## config.mk

```make
export PLATFORM = sky130hd
export DESIGN_NAME = fpmul_feeder
export DESIGN_NICKNAME = d
export VERILOG_FILES = /design/src/rtl/fpmul_pkg.sv /design/src/rtl/fpmul_opfifo.sv /design/src/rtl/fpmul_feeder.sv
export SDC_FILE = /design/constraint.sdc
export NUM_CORES = 1
export LEC_CHECK = 0
export CORE_UTILIZATION = 54
export CTS_CLUSTER_DIAMETER = 120
export DETAILED_ROUTE_END_ITERATION = 6
export PLACE_DENSITY = 0.9
export SLEW_MARGIN = 20
export SYNTH_ARGS = -nofsm -noshare
export SYNTH_HDL_FRONTEND = slang
export SYNTH_SLANG_ARGS = --single-unit
```

## constraint.sdc

```tcl
create_clock -name clk -period 3.45 [get_ports clk]
set_clock_uncertainty 0.1 [all_clocks]
set_input_delay 0.69 -clock clk [delete_from_list [all_inputs] [get_ports clk]]
set_output_delay 0.69 -clock clk [all_outputs]
set_load 0.01 [all_outputs]
```

## src/rtl/fpmul_pkg.sv

```systemverilog
// Shared constants for the FP multiplier feeder: widths, FSM encoding, timeout result.
package fpmul_pkg;

  localparam int unsigned FP_WIDTH = 32;
  localparam logic [31:0] FP_QNAN  = 32'h7FFFFFFF;

  localparam logic [1:0] StIdle  = 2'd0;
  localparam logic [1:0] StIssue = 2'd1;
  localparam logic [1:0] StWait  = 2'd2;
  localparam logic [1:0] StHold  = 2'd3;

endpackage

```

## src/rtl/fpmul_opfifo.sv

```systemverilog
// Operand-pair FIFO with wrapping pointers and a registered full flag.
module fpmul_opfifo #(
  parameter int unsigned DEPTH = 4,
  parameter int unsigned WIDTH = 64
) (
  input  logic             clk,
  input  logic             rst,
  input  logic             push,
  input  logic             pop,
  input  logic [WIDTH-1:0] wdata,
  output logic [WIDTH-1:0] rdata,
  output logic             empty,
  output logic             full
);

  localparam int unsigned PW = $clog2(DEPTH);
  localparam int unsigned CW = PW + 1;

  logic [WIDTH-1:0] mem_q [DEPTH];
  logic [PW-1:0]    wptr_q, rptr_q;
  logic [CW-1:0]    count_q, count_d;
  logic             full_q;
  logic             do_push, do_pop;

  // Gated by the registered flag, so a same-cycle pop never frees a slot early.
  assign do_push = push && !full_q;
  assign do_pop  = pop && (count_q != '0);

  always_comb begin
    count_d = count_q;
    if (do_push && !do_pop) begin
      count_d = count_q + 1'b1;
    end else if (!do_push && do_pop) begin
      count_d = count_q - 1'b1;
    end
  end

  always_ff @(posedge clk or negedge rst) begin
    if (!rst) begin
      wptr_q  <= '0;
      rptr_q  <= '0;
      count_q <= '0;
      full_q  <= 1'b0;
    end else begin
      if (do_push) wptr_q <= wptr_q + 1'b1;
      if (do_pop)  rptr_q <= rptr_q + 1'b1;
      count_q <= count_d;
      full_q  <= (count_d == CW'(DEPTH));
    end
  end

  always_ff @(posedge clk) begin
    if (do_push) mem_q[wptr_q] <= wdata;
  end

  assign rdata = mem_q[rptr_q];
  assign empty = (count_q == '0);
  assign full  = full_q;

endmodule

```

## src/rtl/fpmul_feeder.sv

```systemverilog
// Feeds queued operand pairs to an external FP multiplier one at a time and holds each result.
// Optional watchdog on the multiplier wait is enabled with FPMUL_FEEDER_WDOG_EN.
module fpmul_feeder
  import fpmul_pkg::*;
#(
  parameter int unsigned DEPTH       = 4,
  parameter int unsigned WDOG_CYCLES = 32
) (
  input  logic                clk,
  input  logic                rst,
  input  logic                in_valid,
  output logic                in_ready,
  input  logic [FP_WIDTH-1:0] in_op1,
  input  logic [FP_WIDTH-1:0] in_op2,
  output logic                mul_ready,
  output logic [FP_WIDTH-1:0] mul_op1,
  output logic [FP_WIDTH-1:0] mul_op2,
  input  logic [FP_WIDTH-1:0] mul_res,
  input  logic                mul_done,
  output logic                out_valid,
  input  logic                out_ready,
  output logic [FP_WIDTH-1:0] out_res,
  output logic                out_err
);

  logic [1:0]            state_q, state_d;
  logic                  fifo_empty, fifo_full, pop;
  logic [2*FP_WIDTH-1:0] fifo_head;
  logic [FP_WIDTH-1:0]   op1_q, op2_q, res_q;
  logic                  valid_q;
  logic                  wdog_hit;

  fpmul_opfifo #(
    .DEPTH(DEPTH),
    .WIDTH(2 * FP_WIDTH)
  ) u_opfifo (
    .clk  (clk),
    .rst  (rst),
    .push (in_valid),
    .pop  (pop),
    .wdata({in_op1, in_op2}),
    .rdata(fifo_head),
    .empty(fifo_empty),
    .full (fifo_full)
  );

  assign in_ready = !fifo_full;
  assign pop      = (state_q == StIdle) && !fifo_empty;

  always_comb begin
    state_d = state_q;
    unique case (state_q)
      StIdle:  if (!fifo_empty) state_d = StIssue;
      StIssue: state_d = StWait;
      StWait:  if (mul_done || wdog_hit) state_d = StHold;
      StHold:  if (out_ready) state_d = StIdle;
      default: state_d = StIdle;
    endcase
  end

  always_ff @(posedge clk or negedge rst) begin
    if (!rst) begin
      state_q <= StIdle;
      op1_q   <= '0;
      op2_q   <= '0;
      res_q   <= '0;
      valid_q <= 1'b0;
    end else begin
      state_q <= state_d;
      if (pop) {op1_q, op2_q} <= fifo_head;
      if (state_q == StWait && mul_done) begin
        res_q   <= mul_res;
        valid_q <= 1'b1;
      end else if (wdog_hit) begin
        res_q   <= FP_QNAN;
        valid_q <= 1'b1;
      end else if (state_q == StHold && out_ready) begin
        valid_q <= 1'b0;
      end
    end
  end

`ifdef FPMUL_FEEDER_WDOG_EN
  localparam int unsigned WW = $clog2(WDOG_CYCLES + 1);

  logic [WW-1:0] wdog_q;
  logic          err_q;

  // mul_done wins over a timeout landing in the same cycle.
  assign wdog_hit = (state_q == StWait) && !mul_done && (wdog_q == WW'(WDOG_CYCLES - 1));

  always_ff @(posedge clk or negedge rst) begin
    if (!rst) begin
      wdog_q <= '0;
      err_q  <= 1'b0;
    end else begin
      if (state_q == StIssue) begin
        wdog_q <= '0;
      end else if (state_q == StWait) begin
        wdog_q <= wdog_q + 1'b1;
      end
      if (state_q == StWait && mul_done) begin
        err_q <= 1'b0;
      end else if (wdog_hit) begin
        err_q <= 1'b1;
      end
    end
  end

  assign out_err = err_q;
`else
  logic unused_wdog;
  assign unused_wdog = |WDOG_CYCLES;
  assign wdog_hit    = 1'b0;
  assign out_err     = 1'b0;
`endif

  assign mul_ready = (state_q == StIssue);
  assign mul_op1   = op1_q;
  assign mul_op2   = op2_q;
  assign out_valid = valid_q;
  assign out_res   = res_q;

endmodule

```

# Yosys cells after proc, flatten, opt, wreduce, memory -nomap -nowiden
# Memories as Yosys holds them, arrays and structs flattened. A register that Yosys moved wholly into a read port is not among the register bits.
# Cells that the tools add are included.
# word_totals
mem_bits_rw	256
memories	1
register_bits	43
elab_cells	46
# op_classes
n_eq_ne	7
add_sub_neg	4
reduce_logical	17
n_mux	10
# memory_table
name	depth	width	read_ports	rd_ports_with_merged_regs	wr	line_no	source
u_opfifo.mem_q	4	64	1	1	1	fpmul_opfifo.sv:19	logic [WIDTH-1:0] mem_q [DEPTH];
# op_table
op	n
$pmux 2 s4	1
$logic_and 1x1->1	7
$mux 2	3
$mux 3	2
$ne 2x2->1 const B	3
$logic_not 1->1	5
$add 2x1->2 const B	2
$eq 2x2->1 const B	2
$mux 1	4
$add 3x1->3 const B	1
$eq 3x3->1 const B	1
$logic_not 3->1	1
$reduce_and 3->1	1
$reduce_bool 3->1	1
$sub 3x1->3 const B	1
$eq 2x1->1 const B	1
$logic_not 2->1	1
$reduce_bool 2->1	1

# Logic depth before layout (Yosys ltp)
# logic_depth
ltp_word	8
mapped_depth	9
mapped_depth_nobuf	6

# Cells and area by module
# A second synthesis with hierarchy kept.
# hier_totals
hier_cells	611
area_unflattened_um2	13761.9
# modules_own_cells
module	n_inst	seq_area_each_um2	area_each_um2	cells_per_inst
fpmul_opfifo	1	7887.6	9733.1	386
fpmul_feeder	1	2477.4	4028.9	225

# Worst setup path after synthesis
# No wires, ideal clock.
# synth_path
path_kind	in2reg
from	input in_valid
to	memory u_opfifo.mem_q[0][0], enable pin
arrival_ns	2.552
setup_slack_ns	0.369
path_stages	3
setup_ns	0.429
path_cell_list	nor2b_1 -> buf_2 -> and2_1
# synth_via
elab_chain_len	3
# synth_rtl
item	line_no	source
from (decl)	fpmul_feeder.sv:11	input logic in_valid,
$logic_and 1x1->1	fpmul_opfifo.sv:26	assign do_push = push && !full_q;
$mux 1	fpmul_opfifo.sv:53	if (do_push) mem_q[wptr_q] <= wdata;
$mux 1 (not written as such)	fpmul_opfifo.sv:53	
to (decl)	fpmul_opfifo.sv:19	
# No other way between the ends.

# Worst setup path in the final report
# layout_path
from	register state_q[1]
to	output mul_ready
# layout_via
elab_chain_len	1
# layout_rtl
item	line_no	source
from (decl)	fpmul_feeder.sv:26	logic [1:0] state_q, state_d;
from (signal assigned)	fpmul_feeder.sv:63	state_q <= StIdle;
from (signal assigned)	fpmul_feeder.sv:69	state_q <= state_d;
$eq 2x1->1	fpmul_feeder.sv:118	assign mul_ready = (state_q == StIssue);
to (decl)	fpmul_feeder.sv:15	output logic mul_ready,
# No other way between the ends.

==> flow_metrics.py <==
metrics = {
    "timing": {
        "max_freq_mhz": 401,
        "whs_ps": 178,
        "setup_slack_ps": 955,
        "post-route-min-period_ps": 2490,
        "rsz0062_at_grt": "no",
        "hold_violations": 0,
        "finalMaxSlewViolations": 0,
        "worstMarginPinSlew_ps": 1010,
        "maxSlewHeadroom_pct": 33.0,
        "tns_ps": 0,
        "finalCritPeriodShare_pct": 72.3,
        "setup_violations": 0,
    },
    "clock_network": {
        "cts.htree.levels": 2,
        "cts-root-buf": "clkbuf_16",
        "postCtsSetupBuffers": 0,
        "post_cts_resized": 0,
        "ctsHoldBuffers": 0,
        "cts_buffer_depth": 3,
        "clk_pin_slew_ps": 60,
        "cts_buffers": 37,
        "tritoncts": "done",
        "clk_latency_ps": 500,
        "cts_sinks": 363,
    },
    "drt": {
        "vias_per_cell": 5.42,
        "route.detailed.drc": 0,
        "wirelength_um": 27100,
        "num_vias": 7142,
        "wl_per_cell_um": 20.6,
        "antenna_left": 0,
        "drt_iter0_markers": 452,
        "dr.pass1.iters": 5,
    },
    "global_route": {
        "antenna_found_initial": 0,
        "grt_use_total_pct": 21.9,
        "grt_pass1_vias": 7607,
        "grt_pass1_wl_um": 42800,
        "grt_max_degree": 66,
        "grt.overflow.total": 0,
    },
    "logic_synthesis": {
        "synth.net_count": 861,
        "syn-cell-area_um2": 13600,
        "synth-warning-count": 0,
        "ys.flop_type": "edfxtp_1",
        "yosys_register_bits": 363,
        "ys_types": 30,
        "syn_area_per_cell_um2": 18.1,
        "synthArstFlopShare_pct": 29.5,
        "synth-seq-area-share_pct": 76.5,
        "synth_cells": 748,
        "synth-edff-count": 256,
    },
    "setup_path": {
        "required_ps": 2660,
        "r2r_start": "state_q[0]$_DFFE_PN0P_",
        "start_kind": "flip-flop",
        "worstSetupPathType": "flip-flop to primary output",
        "r2r_setup_slack_ps": 1090,
        "reg2regPathDepth": 5,
        "worstReg2RegEnd": "u_opfifo.full$_DFF_PN0_",
        "crit_path_end_kind": "primary output",
        "worstPathMaxFanout": 4,
        "worstPathArrival_ps": 1700,
    },
    "placement": {
        "gp_congestion": 0.755,
        "placed_cells": 1252,
        "post-dp-hpwl_um": 16500,
        "place_ws_ps": 673,
        "portBuffers": 199,
    },
    "layout": {
        "area_growth_pct": 26.1,
        "n_antenna_cell": 0,
        "fin_cells": 1317,
        "drive_above_1_share_pct": 17.2,
        "final_nets": 1080,
    },
    "power_and_ir_drop": {
        "p_sw_share_pct": 29.9,
        "pwr-share-clk_pct": 24.5,
        "ir_drop_mv": 0.512,
        "p_leak_nw": 6.39,
        "switching_power_mw": 4.55,
        "p_int_mw": 10.7,
        "pwr-share-seq_pct": 43.9,
        "combinationalPowerShare_pct": 31.6,
        "power_density_nw_per_um2": 891,
    },
    "floorplanning": {
        "die_w_um": 160,
        "die_area_um2": 25700,
        "row_count": 57,
        "start_util_pct": 55.4,
        "pin_count": 201,
        "core_um2": 24500,
        "fp.dieH_um": 160,
    },
    "run_status": {
        "status": "finished, final reports clean",
    },
    "flow_run": {
        "drv_cap": 0,
    },
    "hold_path": {
        "min_path_type": "primary input to asynchronous set/reset pin",
    },
}
==> stage by stage <==
| stage | cell area, µm² | util, % | power (mW) |
|---|---|---|---|
| 6_report | 17100 | 69.8 | 15.2 |
| 5_1_grt | 17100 | 69.8 | 16.0 |
| 4_1_cts | 17100 | 69.8 | 15.4 |
| 3_5_place_dp | 16000 | 65.2 | 11.6 |
| 3_3_place_gp | 16000 | 65.2 | 11.4 |
| 2_1_floorplan | 13600 | - | 9.43 |
==> layer usage <==
layer	part of all wire, %	track usage, %	vias up
met5	0	0	-
met3	7.2	4.57	41
met1	41	29.6	3589
met2	50	36.5	315
met4	1.9	5.84	0
li1	-	-	3197
==> flip-flops by register name, summed over array words and instances (netlist names) <==
signal and flops:
u_opfifo.mem_q 256, mul_op1 32, mul_op2 32, out_res 32, u_opfifo.count_q 3, state_q 2, u_opfifo.rptr_q 2, u_opfifo.wptr_q 2
out_valid 1, u_opfifo.full 1
==> cells by family (layout without fill, tap and decap cells) <==
| group | after synthesis | after routing | share of synthesized area [%] |
|---|---|---|---|
| XOR/XNOR | 5 | 5 | 0.425 |
| adder cells (fa/ha/maj) | 12 | 12 | 1.11 |
| flip-flops | 363 | 363 | 76.5 |
| AND/OR/NAND/NOR | 212 | 212 | 6.12 |
| other | 1 | 1 | 0.0277 |
| AO/OA/AOI/OAI | 11 | 11 | 0.591 |
| buffers and inverters | 47 | 292 | 1.87 |
| multiplexers | 97 | 97 | 13.4 |
==> cells in the mapped netlist (4+ instances only) <==
| master | instances | area (µm²) |
|---|---|---|
| edfxtp_1 | 256 | 7690 |
| nand2_1 | 201 | 754 |
| dfrtp_1 | 107 | 2680 |
| mux4_2 | 64 | 1440 |
| mux2_2 | 33 | 372 |
| buf_2 | 17 | 85.1 |
| inv_1 | 13 | 48.8 |
| ha_1 | 12 | 150 |
| clkbuf_1 | 6 | 22.5 |
| and2_1 | 5 | 31.3 |
| buf_4 | 5 | 37.5 |
| buf_6 | 5 | 56.3 |
| xnor2_1 | 4 | 35.0 |
==> layout make-up <==
class                   instances  area [µm²]
clock buffers                  47         983
clock inverters                18         143
fillers                      1513        7380
inverters                      13        48.8
multi-input cells             338        2950
flip-flops and latches        363       10400
well taps                     324         405
repair buffers                214        2180
==> worst max-delay path, cell delays in order (launching register included) <==
cell	delay, ps
dfrtp_1	410
inv_1	110
ha_1	150
clkdlybuf4s50_1	540
==> worst max path at each step <==
stage	start	to	slack (ps)	depth (start not counted)
2_1_floorplan	in_valid	u_opfifo.mem_q[0][0]$_DFFE_PP_	370	3
3_3_place_gp	in_valid	u_opfifo.mem_q[0][2]$_DFFE_PP_	710	5
3_5_place_dp	in_valid	u_opfifo.mem_q[0][2]$_DFFE_PP_	670	5
4_1_cts	state_q[1]$_DFFE_PN0P_	mul_ready	920	3
5_1_grt	state_q[1]$_DFFE_PN0P_	mul_ready	860	3
6_report	state_q[1]$_DFFE_PN0P_	mul_ready	960	3
==> layout by cell type (no fill, tap or decap), drive strengths merged <==
cell             n
edfxtp         256
nand2          201
clkdlybuf4s50  198
dfrtp          107
mux4            64
clkbuf          47
mux2            33
buf             16
inv             14
ha              12
clkinv          12
and2             5
xnor2            4
clkinvlp         3
nor2b            2
a21oi            2
o21ai            2
bufinv           2
nand2b           2
nor2             1
a211oi           1
xnor3            1
o31a             1
o311ai           1
or4              1
o211ai           1
o2111a           1
o22ai            1
o32a             1
conb             1
==> power by group through the flow <==
stage / Sequential, mW / Clock (mW) / Combinational [mW]
detailed placement: 6.76 / 0 / 4.83
global route: 6.81 / 3.96 / 5.22
floorplan: 6.69 / 0 / 2.74
finish: 6.68 / 3.73 / 4.81
CTS: 6.70 / 3.80 / 4.87
global placement: 6.68 / 0 / 4.70
Note: power is estimated with default switching activity, not from simulation.
